$ cat src/rtl/sar_pkg.sv
// sar_pkg: FSM states and comparator one-hot check shared by the SAR search controller
package sar_pkg;
  typedef enum logic [1:0] {IDLE, TRIAL, DONE} state_t;
  function automatic logic onehot3(input logic [2:0] v);
    return (v == 3'b001) || (v == 3'b010) || (v == 3'b100);
  endfunction
endpackage

$ cat src/rtl/sar_search_ctrl.sv
// sar_search_ctrl: MSB-first successive-approximation search over an external comparator; SAR_EARLY_EXIT_EN ends a search on eq
module sar_search_ctrl
  import sar_pkg::*;
#(
  parameter int WIDTH = 4
) (
  input  logic             clk,
  input  logic             rst,
  input  logic             start,
  output logic [WIDTH-1:0] guess,
  input  logic             gt,
  input  logic             eq,
  input  logic             lt,
  output logic             busy,
  output logic             done,
  output logic [WIDTH-1:0] result,
  output logic             err
);
  localparam int IW = $clog2(WIDTH);
  state_t state, state_n;
  logic [WIDTH-1:0] acc, acc_n, acc_upd, result_n;
  logic [IW-1:0] idx, idx_n;
  logic err_n, early;
`ifdef SAR_EARLY_EXIT_EN
  assign early = eq;
`else
  assign early = 1'b0;
`endif
  always_ff @(posedge clk) begin
    if (rst) begin
      state  <= IDLE;
      acc    <= '0;
      idx    <= '0;
      result <= '0;
      err    <= 1'b0;
    end else begin
      state  <= state_n;
      acc    <= acc_n;
      idx    <= idx_n;
      result <= result_n;
      err    <= err_n;
    end
  end
  always_comb begin
    state_n  = state;
    acc_n    = acc;
    idx_n    = idx;
    result_n = result;
    err_n    = err;
    guess    = '0;
    acc_upd  = acc;
    case (state)
      IDLE: if (start) begin
        state_n  = TRIAL;
        idx_n    = IW'(WIDTH - 1);
        acc_n    = '0;
        result_n = '0;
        err_n    = 1'b0;
      end
      TRIAL: begin
        guess   = acc | (WIDTH'(1) << idx);
        acc_upd = lt ? acc : guess;
        if (!onehot3({gt, eq, lt})) begin
          state_n  = DONE;
          result_n = '0;
          err_n    = 1'b1;
        end else if (early) begin
          state_n  = DONE;
          result_n = guess;
        end else if (idx == '0) begin
          state_n  = DONE;
          result_n = acc_upd;
        end else begin
          acc_n = acc_upd;
          idx_n = idx - IW'(1);
        end
      end
      DONE: state_n = IDLE;
      default: state_n = IDLE;
    endcase
  end
  assign busy = (state == TRIAL);
  assign done = (state == DONE);
endmodule

$ cat config.mk
export PLATFORM = sky130hd
export DESIGN_NAME = sar_search_ctrl
export DESIGN_NICKNAME = d
export VERILOG_FILES = /design/src/rtl/sar_pkg.sv /design/src/rtl/sar_search_ctrl.sv
export SDC_FILE = /design/constraint.sdc
export NUM_CORES = 1
export LEC_CHECK = 0
export CAP_MARGIN = 25
export CORE_MARGIN = 2
export CORE_UTILIZATION = 54
export CTS_BUF_LIST = sky130_fd_sc_hd__clkbuf_2 sky130_fd_sc_hd__clkbuf_4 sky130_fd_sc_hd__clkbuf_8
export CTS_CLUSTER_SIZE = 12
export DETAILED_ROUTE_END_ITERATION = 10
export PLACE_DENSITY = 0.9
export SYNTH_ARGS = -nofsm -noshare
export SYNTH_HDL_FRONTEND = slang
export SYNTH_SLANG_ARGS = --single-unit
$ cat constraint.sdc
create_clock -name clk -period 3.4 [get_ports clk]
set_clock_uncertainty 0.05 [all_clocks]
set_input_delay 0.68 -clock clk [delete_from_list [all_inputs] [get_ports clk]]
set_output_delay 0.68 -clock clk [all_outputs]
set_load 0.02 [all_outputs]
## Word-level counts from Yosys, hierarchy flattened

Index checks and enable logic that the tools add are counted.

| operators by class | value |
|---|---|
| $add $sub $neg | 1 |
| equal/unequal tests | 10 |
| shift-type cells | 1 |
| muxes and demuxes | 20 |
| bitwise gates (word level) | 1 |
| reduce and logical (&&, ||, !) cells | 9 |

Operators by type and width:

| operator | number |
|---|---|
| $mux W4 | 7 |
| $pmux W4 S2 | 2 |
| $mux W2 | 6 |
| $pmux W2 S2 | 2 |
| $ne A2 B2 Y1 const B | 3 |
| $reduce_and A3 Y1 | 2 |
| $logic_not A2 Y1 | 2 |
| $or A4 B4 Y4 | 1 |
| $reduce_and A4 Y1 | 1 |
| $shl A1 B2 Y4 const A | 1 |
| $eq A3 B1 Y1 const B | 1 |
| $eq A3 B2 Y1 const B | 1 |
| $eq A3 B3 Y1 const B | 1 |
| $ne A3 B2 Y1 const B | 1 |
| $eq A2 B1 Y1 const B | 1 |
| $eq A2 B2 Y1 const B | 1 |
| $logic_or A1 B1 Y1 | 2 |
| $mux W1 | 2 |
| $ne A2 B1 Y1 const B | 1 |
| $pmux W1 S2 | 1 |
| $reduce_and A2 Y1 | 1 |
| $reduce_bool A2 Y1 | 1 |
| $sub A2 B1 Y2 const B | 1 |

| storage, ports and cells | value |
|---|---|
| register bits after elaboration | 13 |
| bits of input ports | 6 |
| output and inout port bits | 11 |
| word-level logic and storage cells | 47 |

## Logic depth before layout (Yosys ltp)

Gate-level depths: netlist of the first run.

| depth | value |
|---|---|
| word-level depth | 6 |
| depth in mapped cells | 6 |
| mapped depth without buffers | 6 |

## Least setup slack after synthesis of the first run

OpenSTA, ideal clock, no wires.

| timing path | value |
|---|---|
| kind | input to register |
| start point | input lt |
| end point | register result[3] |
| setup time | 0.072 ns |
| arrival | 1.812 ns |
| data required time | 3.278 ns |
| setup slack | 1.467 ns |
| stages on the path | 5 |
| buffers on the path | 1 |
| cells stage by stage | or3b_4 > o21ai_2 > buf_6 > or4b_1 > mux2i_1 |

| between the ends | value |
|---|---|
| longest elaborated chain between the ends | 5 |
| elaborated cells between the ends (all ways) | 11 |
| classes of those cells | eq/ne (4); mux (4); reduce/logical (3) |

Ends and longest elaborated chain:

| item | line | RTL |
|---|---|---|
| start: declaration | sar_search_ctrl.sv:13 | `input logic lt,` |
| $eq A3 B1 Y1 or $eq A3 B2 Y1 (tied branches) | sar_pkg.sv:5 | `return (v == 3'b001) \|\| (v == 3'b010) \|\| (v == 3'b100);` |
| $logic_or A1 B1 Y1 (2 in a row) | sar_pkg.sv:5 |  |
| $ne A3 B2 Y1 (no source line) or $mux W4 (tied branches) | - |  |
| $reduce_and A3 Y1 (no source line) or $pmux W4 S2 (tied branches) | - |  |
| end signal: assignment | sar_search_ctrl.sv:40 | `result <= result_n;` |
| end: declaration | sar_search_ctrl.sv:16 | `output logic [WIDTH-1:0] result,` |

Several ways; a longest one is shown, not always the timed one. The select of a mux whose other input is x is not followed.
A chain may end at the register's enable or synchronous reset.

## Final worst setup path of the first run

| timing path | value |
|---|---|
| start point | register state[0] |
| end point | output guess[1] |

| between the ends | value |
|---|---|
| longest elaborated chain between the ends | 2 |

Ends and longest elaborated chain:

| item | line | RTL |
|---|---|---|
| start: declaration | sar_search_ctrl.sv:20 | `state_t state, state_n;` |
| start signal: assignment | sar_search_ctrl.sv:37 | `state <= state_n;` |
| $eq A2 B1 Y1 | sar_search_ctrl.sv:52 | `case (state)` |
| $mux W4 | sar_search_ctrl.sv:52 |  |
| end: declaration | sar_search_ctrl.sv:10 | `output logic [WIDTH-1:0] guess,` |

Every way passes these cells.

==> metrics.md, run 1 <==
| Metric | Value |
|---|---|
| Top post-synthesis cells by area | `dfxtp_1 37%, nor2_1 7.4%, ha_1 7.1%` |
| Seq pwr share | `a little under half` |
| First-pass GRT wire length | `2250 um` |
| WP data arrival | `around 1800 ps` |
| Number of global-route vias before repair | `~510` |
| Cell total after placement | `roughly 110` |
| Routed vias/inst | `between 5 and 6` |
| Crit path launch | `state[0]` |
| Slew @ Worst Pin | `approximately 450 ps` |
| Worst path cell trace | `nand2b_1 -> nor2_1 -> clkdlybuf4s50_1` |
| IO Port Bufs | `16` |
| Max Root-Sink Buffers | `2` |
| Finished layout cell area | `892 um2` |
| Pwr/cell area | `385 nW/um2` |
| Hold_buf cts | `0` |
| Worst-path fanout max | `9` |
| Mapped Area | `a little over 700 um2` |
| Post-place instance area | `roughly 860 um2` |
| Reg2reg end | `idx[1]` |
| Setup bufs post-CTS | `0` |
| Critical path type | `flop to primary output` |
| Worst skew pair latency | `roughly 280 ps` |
| Mapped Cells | `81` |
| Die H | `40.2 um` |
| Grt met2 use | `33.9%` |
| Psw | `0.0987 mW` |
| Routability cong. | `between 0.8 and 0.9` |
| Internal power | `roughly 0.25 mW` |
| Total GRT Usage | `20.9%` |
| Total area of sequential cells | `260 um2` |
| Detailed placement HPWL | `1030 um` |
| Max incr delay on CP | `610 ps` |
| Number of detailed-route iterations in the first pass | `4` |
| Syn Nets | `91` |
| Fin crit period | `between 2000 and 2500 ps` |
| Final hold vios | `0` |
| H-tree Lvls | `1` |
| Hold Path Class | `flop to flop` |
| Post-CTS sizing | `0` |
| Period utilization | `between 70% and 80%` |
| Most frequent cells in the layout | `16 x clkdlybuf4s50_1, 14 x nor2_1, 13 x dfxtp_1` |
| Post-synthesis register bit count | `13` |
| DR iter-0 viols | `18` |
| Worst Path Required | `~2700 ps` |
| Setup TNS | `0 ps` |
| ANT cells | `0` |
| Worst setup SP type | `flop` |
| Final Max Slew Viols | `0` |
| Worst path depth | `3` |
| Core Rows | `13` |
| Delay-heaviest family, CP | `buffers and inverters` |
| FILL cells | `103` |
| Worst Setup EP | `guess[1]` |
| DRT Wirelength | `~1400 um` |
| Net count, final | `~110` |
| Slew headroom | `between 60% and 70%` |
| Total grt overflow | `0` |
| Final Instance Count excl. Fillers | `between 100 and 150` |
| Status | `complete, no violations` |
| Antenna violations before repair | `0` |
| Static leakage | `between 0.3 and 0.4 nW` |
| Syn Area/Cell | `8.74 um2` |
| Met1 Use GR | `approximately 27%` |
| CTS buffer count | `3` |
| # DRC | `0` |
| RSZ-0062 raised after global routing | `false` |
| Endpoints failing setup | `0` |
| Busiest grt layer | `met2` |
| Clk pwr share | `30.4%` |
| Largest net degree at the start of global routing | `13` |
| Seq/Total Area, Yosys | `between 30% and 40%` |
| Ports | `17` |
| Commonest non-fill, non-tap cell in the layout | `clkdlybuf4s50_1` |
| Synth top area share | `~37%` |
| Sink Count | `13` |
| DRT antenna net count | `0` |
| Synth area leader | `dfxtp_1` |
| Clock transition at path regs | `about 80 ps` |
| CTS tree | `done` |
| Avg WL per Cell | `approximately 12 um` |
| Critical path buffers and inverters | `1` |
| R2R depth | `6` |
| Max_cap viols | `0` |
| Die Span X | `40.2 um` |
| Core ar. | `about 1300 um2` |
| Layout cells sized above 1 | `a little over 8%` |
| Sw Share | `between 20 and 30%` |
| Vias | `between 600 and 700` |
| Multi-input logic area | `just over 400 um2` |
| Combinational Power Share | `about 22%` |
| Synth-to-Final Area Change | `26.0%` |
| Initial Utilization | `55.8%` |
| Synth warn | `0` |
| Slack of the worst reg-to-reg path | `between 1500 and 2000 ps` |
| Root buffer cell | `clkbuf_4` |
| R2r startpoint | `idx[0]` |
| Post-synth cell types | `28` |
| GR Layer Usage met3 | `between 3 and 4%` |
| Peak Freq | `a little over 0.4 GHz` |
| Critical Path End Type | `primary output` |
| Die Area | `around 1600 um2` |
| Slowest CP cell | `clkdlybuf4s50_1` |
| Worst vdd ir | `0.268 mV` |
-- sequential cells by signal, summed over array words and instances, names as in the netlist --
signal,count
state,2
acc,4
idx,2
result,4
err,1
-- Yosys cell counts, drive strengths merged --
cell / instances
and3: 1
ha: 4
buf: 2
nor2: 14
dfxtp: 13
o21a: 1
a31oi: 2
a21oi: 6
nand2: 1
o21ai: 2
or3b: 1
nor3: 2
dlygate4sd1: 1
or4b: 2
xnor2: 1
and2b: 2
nor2b: 1
o21bai: 1
a21boi: 1
o211ai: 3
inv: 5
mux2i: 4
nand2b: 8
a311o: 1
a221oi: 1
a211oi: 1
-- tightest hold or removal path, stage by stage (launching register included) --
cell	delay, ps
dfxtp_1	310
nand2b_1	60
mux2i_1	60
-- metrics by stage --
| stage | util [%] | setup slack, ps | power (mW) | hold WS, ps |
|---|---|---|---|---|
| 2_1_floorplan | - | 1470 | 0.220 | 410 |
| 3_3_place_gp | 67.9 | 945 | 0.241 | 412 |
| 3_5_place_dp | 67.9 | 896 | 0.242 | 417 |
| 4_1_cts | 70.3 | 922 | 0.345 | 430 |
| 5_1_grt | 70.3 | 800 | 0.364 | 451 |
| 6_report | 70.3 | 919 | 0.344 | 425 |
-- cells by family (layout without fill, tap and decap cells) --
group / Yosys count / after routing / share of synthesized area, %
AOI/OAI and AO/OA: 19 / 19 / 18.2
xor gates and xnor gates: 1 / 1 / 1.24
adders and majority gates: 4 / 4 / 7.07
buffers and inverters: 8 / 25 / 6.18
DFF: 13 / 13 / 36.7
muxes: 4 / 4 / 5.65
and+or+nand+nor: 32 / 32 / 24.9
-- layout make-up --
cell class	instances	share of cell area, %
Tap cell	15	2.10
Clock buffer	4	3.37
Sequential cell	13	29.2
Multi-Input combinational cell	60	45.3
Timing Repair Buffer	16	18.0
Inverter	5	2.10
-- worst min path at each step --
| stage | from | end | slack [ps] | depth (start not counted) |
|---|---|---|---|---|
| 2_1_floorplan | acc[1] | acc[1] | 410 | 2 |
| 6_report | result[1] | result[1] | 430 | 2 |
| 4_1_cts | result[1] | result[1] | 430 | 2 |
| 3_5_place_dp | result[1] | result[1] | 420 | 2 |
| 5_1_grt | result[0] | result[0] | 450 | 2 |
| 3_3_place_gp | result[0] | result[0] | 410 | 2 |
-- power groups by stage --
stage               clock network (mW)  logic (mW)  registers [mW]
floorplan                            0      0.0531           0.167
global placement                     0      0.0742           0.167
detailed placement                   0      0.0750           0.167
CTS                              0.106      0.0755           0.163
global route                     0.115      0.0840           0.165
finish                           0.104      0.0759           0.163
-- routing by layer --
metal | share of wire (%) | wire [um]
met3 | 3.5 | 48
met4 | 1.8 | 25
met2 | 45 | 619
met5 | 0 | 0
met1 | 50 | 683
Power figures use the tool's default switching activity.
==> run 2, diff against run 1 <==
CORE_UTILIZATION = 45   (was 54)
PLACE_DENSITY = 0.8   (was 0.9)
clock period = 2.1 ns   (was 3.4 ns; I/O delays follow)
==> metrics.md, run 2 (same netlist as run 1, synthesis figures left out) <==
| Metric | Value |
|---|---|
| Critical path buffers and inverters | `2 (+1)` |
| Detailed placement HPWL | `1240 um (+20%)` |
| Critical Path End Type | `primary output` |
| WP data arrival | `1500 ps (-250 ps)` |
| Final Util | `63.8% (-6.5 points)` |
| Final hold vios | `0 (unchanged)` |
| Root buffer cell | `clkbuf_4` |
| Static leakage | `0.438 nW (+24%)` |
| Pwr/cell area | `612 nW/um2 (+59%)` |
| Core ar. | `1490 um2 (+17%)` |
| Synth-to-Final Area Change | `34.1%` |
| Final Instance Count excl. Fillers | `121 (+7.1%)` |
| DRT antenna net count | `0 (unchanged)` |
| Largest net degree at the start of global routing | `10 (-3)` |
| Worst Hold Slack | `428 ps (+2.58 ps)` |
| Final Max Slew Viols | `0 (unchanged)` |
| Dpl ws | `-35.7 ps (-931 ps)` |
| Slew @ Worst Pin | `331 ps (-122 ps)` |
| CTS buffer count | `3 (unchanged)` |
| Endpoints failing setup | `0 (unchanged)` |
| Sw Share | `29.8% (+1.1 points)` |
| Routability cong. | `0.846 (-2.4%)` |
| DRT Wirelength | `1680 um (+22%)` |
| Worst setup SP type | `flop` |
| DR iter-0 viols | `9 (-9)` |
| ANT cells | `0 (unchanged)` |
| Worst-path fanout max | `5 (-4)` |
| Critical path type | `flop to primary output` |
| Worst path cell trace | `inv_1 -> ha_1 -> nor2_1 -> nor2_1 -> dlygate4sd2_1` |
| Max_cap viols | `0 (unchanged)` |
| Commonest non-fill, non-tap cell in the layout | `nor2_1` |
| Clock transition at path regs | `80 ps (about the same)` |
| Avg WL per Cell | `13.8 um (+14%)` |
| Final WS setup | `135 ps (-784 ps)` |
| Post-place instance area | `916 um2 (+6.2%)` |
| Max incr delay on CP | `410 ps (-200 ps)` |
| Slew headroom | `77.9% (+8.1 points)` |
| Sink Count | `13 (unchanged)` |
| Psw | `0.173 mW (+75%)` |
| Top flop regs | `acc x4, result x4` |
| Antenna violations before repair | `0 (unchanged)` |
| Setup TNS | `0 ps (unchanged)` |
| Combinational Power Share | `24.6% (+2.5 points)` |
| Fin crit period | `a little under 2000 ps` |
| Total power | `0.581 mW (+69%)` |
| # DRC | `0 (unchanged)` |
| Internal power | `0.408 mW (+67%)` |
| IO Port Bufs | `16 (unchanged)` |
| Finished layout cell area | `950 um2 (+6.5%)` |
| First-pass GRT wire length | `2700 um (+20%)` |
| Layout cells sized above 1 | `15.2% (+7.1 points)` |
| Slowest CP cell | `dfxtp_1` |
| Routed vias/inst | `5.58 (+2.3%)` |
| Most numerous cell on the critical path | `nor2_1` |
| Worst vdd ir | `0.316 mV (+18%)` |
| Worst skew pair latency | `280 ps (about the same)` |
| Slack of the worst reg-to-reg path | `430 ps (-1130 ps)` |
| Cell total after placement | `117 (+7.3%)` |
| Net count, final | `116 (+6.4%)` |
| Max Root-Sink Buffers | `2 (unchanged)` |
| Initial Utilization | `47.6% (-8.3 points)` |
| Number of detailed-route iterations in the first pass | `4 (unchanged)` |
| Die Span X | `43.7 um (+8.6%)` |
| Die Area | `1910 um2 (+18%)` |
| Period utilization | `93.6%` |
| Die H | `43.7 um (+8.6%)` |
| Total GRT Usage | `19.6% (-1.2 points)` |
| Total grt overflow | `0 (unchanged)` |
| Delay-heaviest family, CP | `buffers and inverters` |
| CTS tree | `done` |
| Ports | `17 (unchanged)` |
| Core Rows | `14 (+1)` |
| RSZ-0062 raised after global routing | `false` |
| Seq pwr share | `45.3% (-2.3 points)` |
| Clk pwr share | `30.1% (-0.3 points)` |
| Vias | `675 (+9.6%)` |
| Most frequent cells in the layout | `14 x nor2_1, 13 x dfxtp_1, 11 x clkdlybuf4s50_1` |
| Setup bufs post-CTS | `0 (unchanged)` |
| Peak Freq | `between 0.5 and 0.6 GHz` |
| Worst Path Required | `1630 ps (-1040 ps)` |
| Hold Path Class | `flop to flop` |
| H-tree Lvls | `1 (unchanged)` |
| Status | `complete, no violations` |
| Number of global-route vias before repair | `641 (+26%)` |
==> run 2: cell count changes in the layout (fill, tap and decap cells not counted) <==
cell             change
buf_4                +7
clkdlybuf4s50_1      -5
dlygate4sd2_1        +3
dlymetal6s2s_1       +2
nand2b_1             -1
nand2b_2             +1
==> run 2: metal layers <==
metal / global-route usage [%] / up-vias / part of all wire (%)
li1: - / 330 / -
met4: 10.9 / 0 / 1.7
met3: 5.42 / 5 / 5.2
met5: 0 / - / 0
met1: 19.4 / 313 / 40
met2: 36.2 / 27 / 53
==> run 2: cell type report <==
type / instances / area (um2)
fillers: 132 / 539
multi-input cells: 60 / 407
flip-flops and latches: 13 / 260
repair buffers: 23 / 214
clock buffers: 4 / 30.0
well taps: 16 / 20.0
inverters: 5 / 18.8
==> run 2: worst reg2reg max path: cells and delay by family, from the launching register on <==
family | cells | cell delay [ps]
compound gates | 2 | 510
fa+ha+maj | 1 | 240
buf+inv | 1 | 90
flops | 1 | 410
simple gates | 2 | 270
==> run 2: repair_timing <==
action / CTS / global route
gates resized for setup: 4 / 2
cloned: 0 / 0
endpoints found under the setup margin: 5 / 2
hold buffers: 0 / 0
==> run 2: final timing paths <==
check | depth (start not counted) | to | start
min reg2reg | 2 | result[1] | result[1]
max | 5 | guess[0] | idx[0]
min | 2 | result[1] | result[1]
max reg2reg | 6 | idx[1] | idx[0]
==> run 2: power by group through the flow <==
stage	Sequential, mW	Combinational, mW	Clock [mW]
floorplan	0.270	0.0860	0
global route	0.265	0.155	0.187
CTS	0.263	0.142	0.175
detailed placement	0.269	0.141	0
global placement	0.268	0.138	0
finish	0.263	0.143	0.175
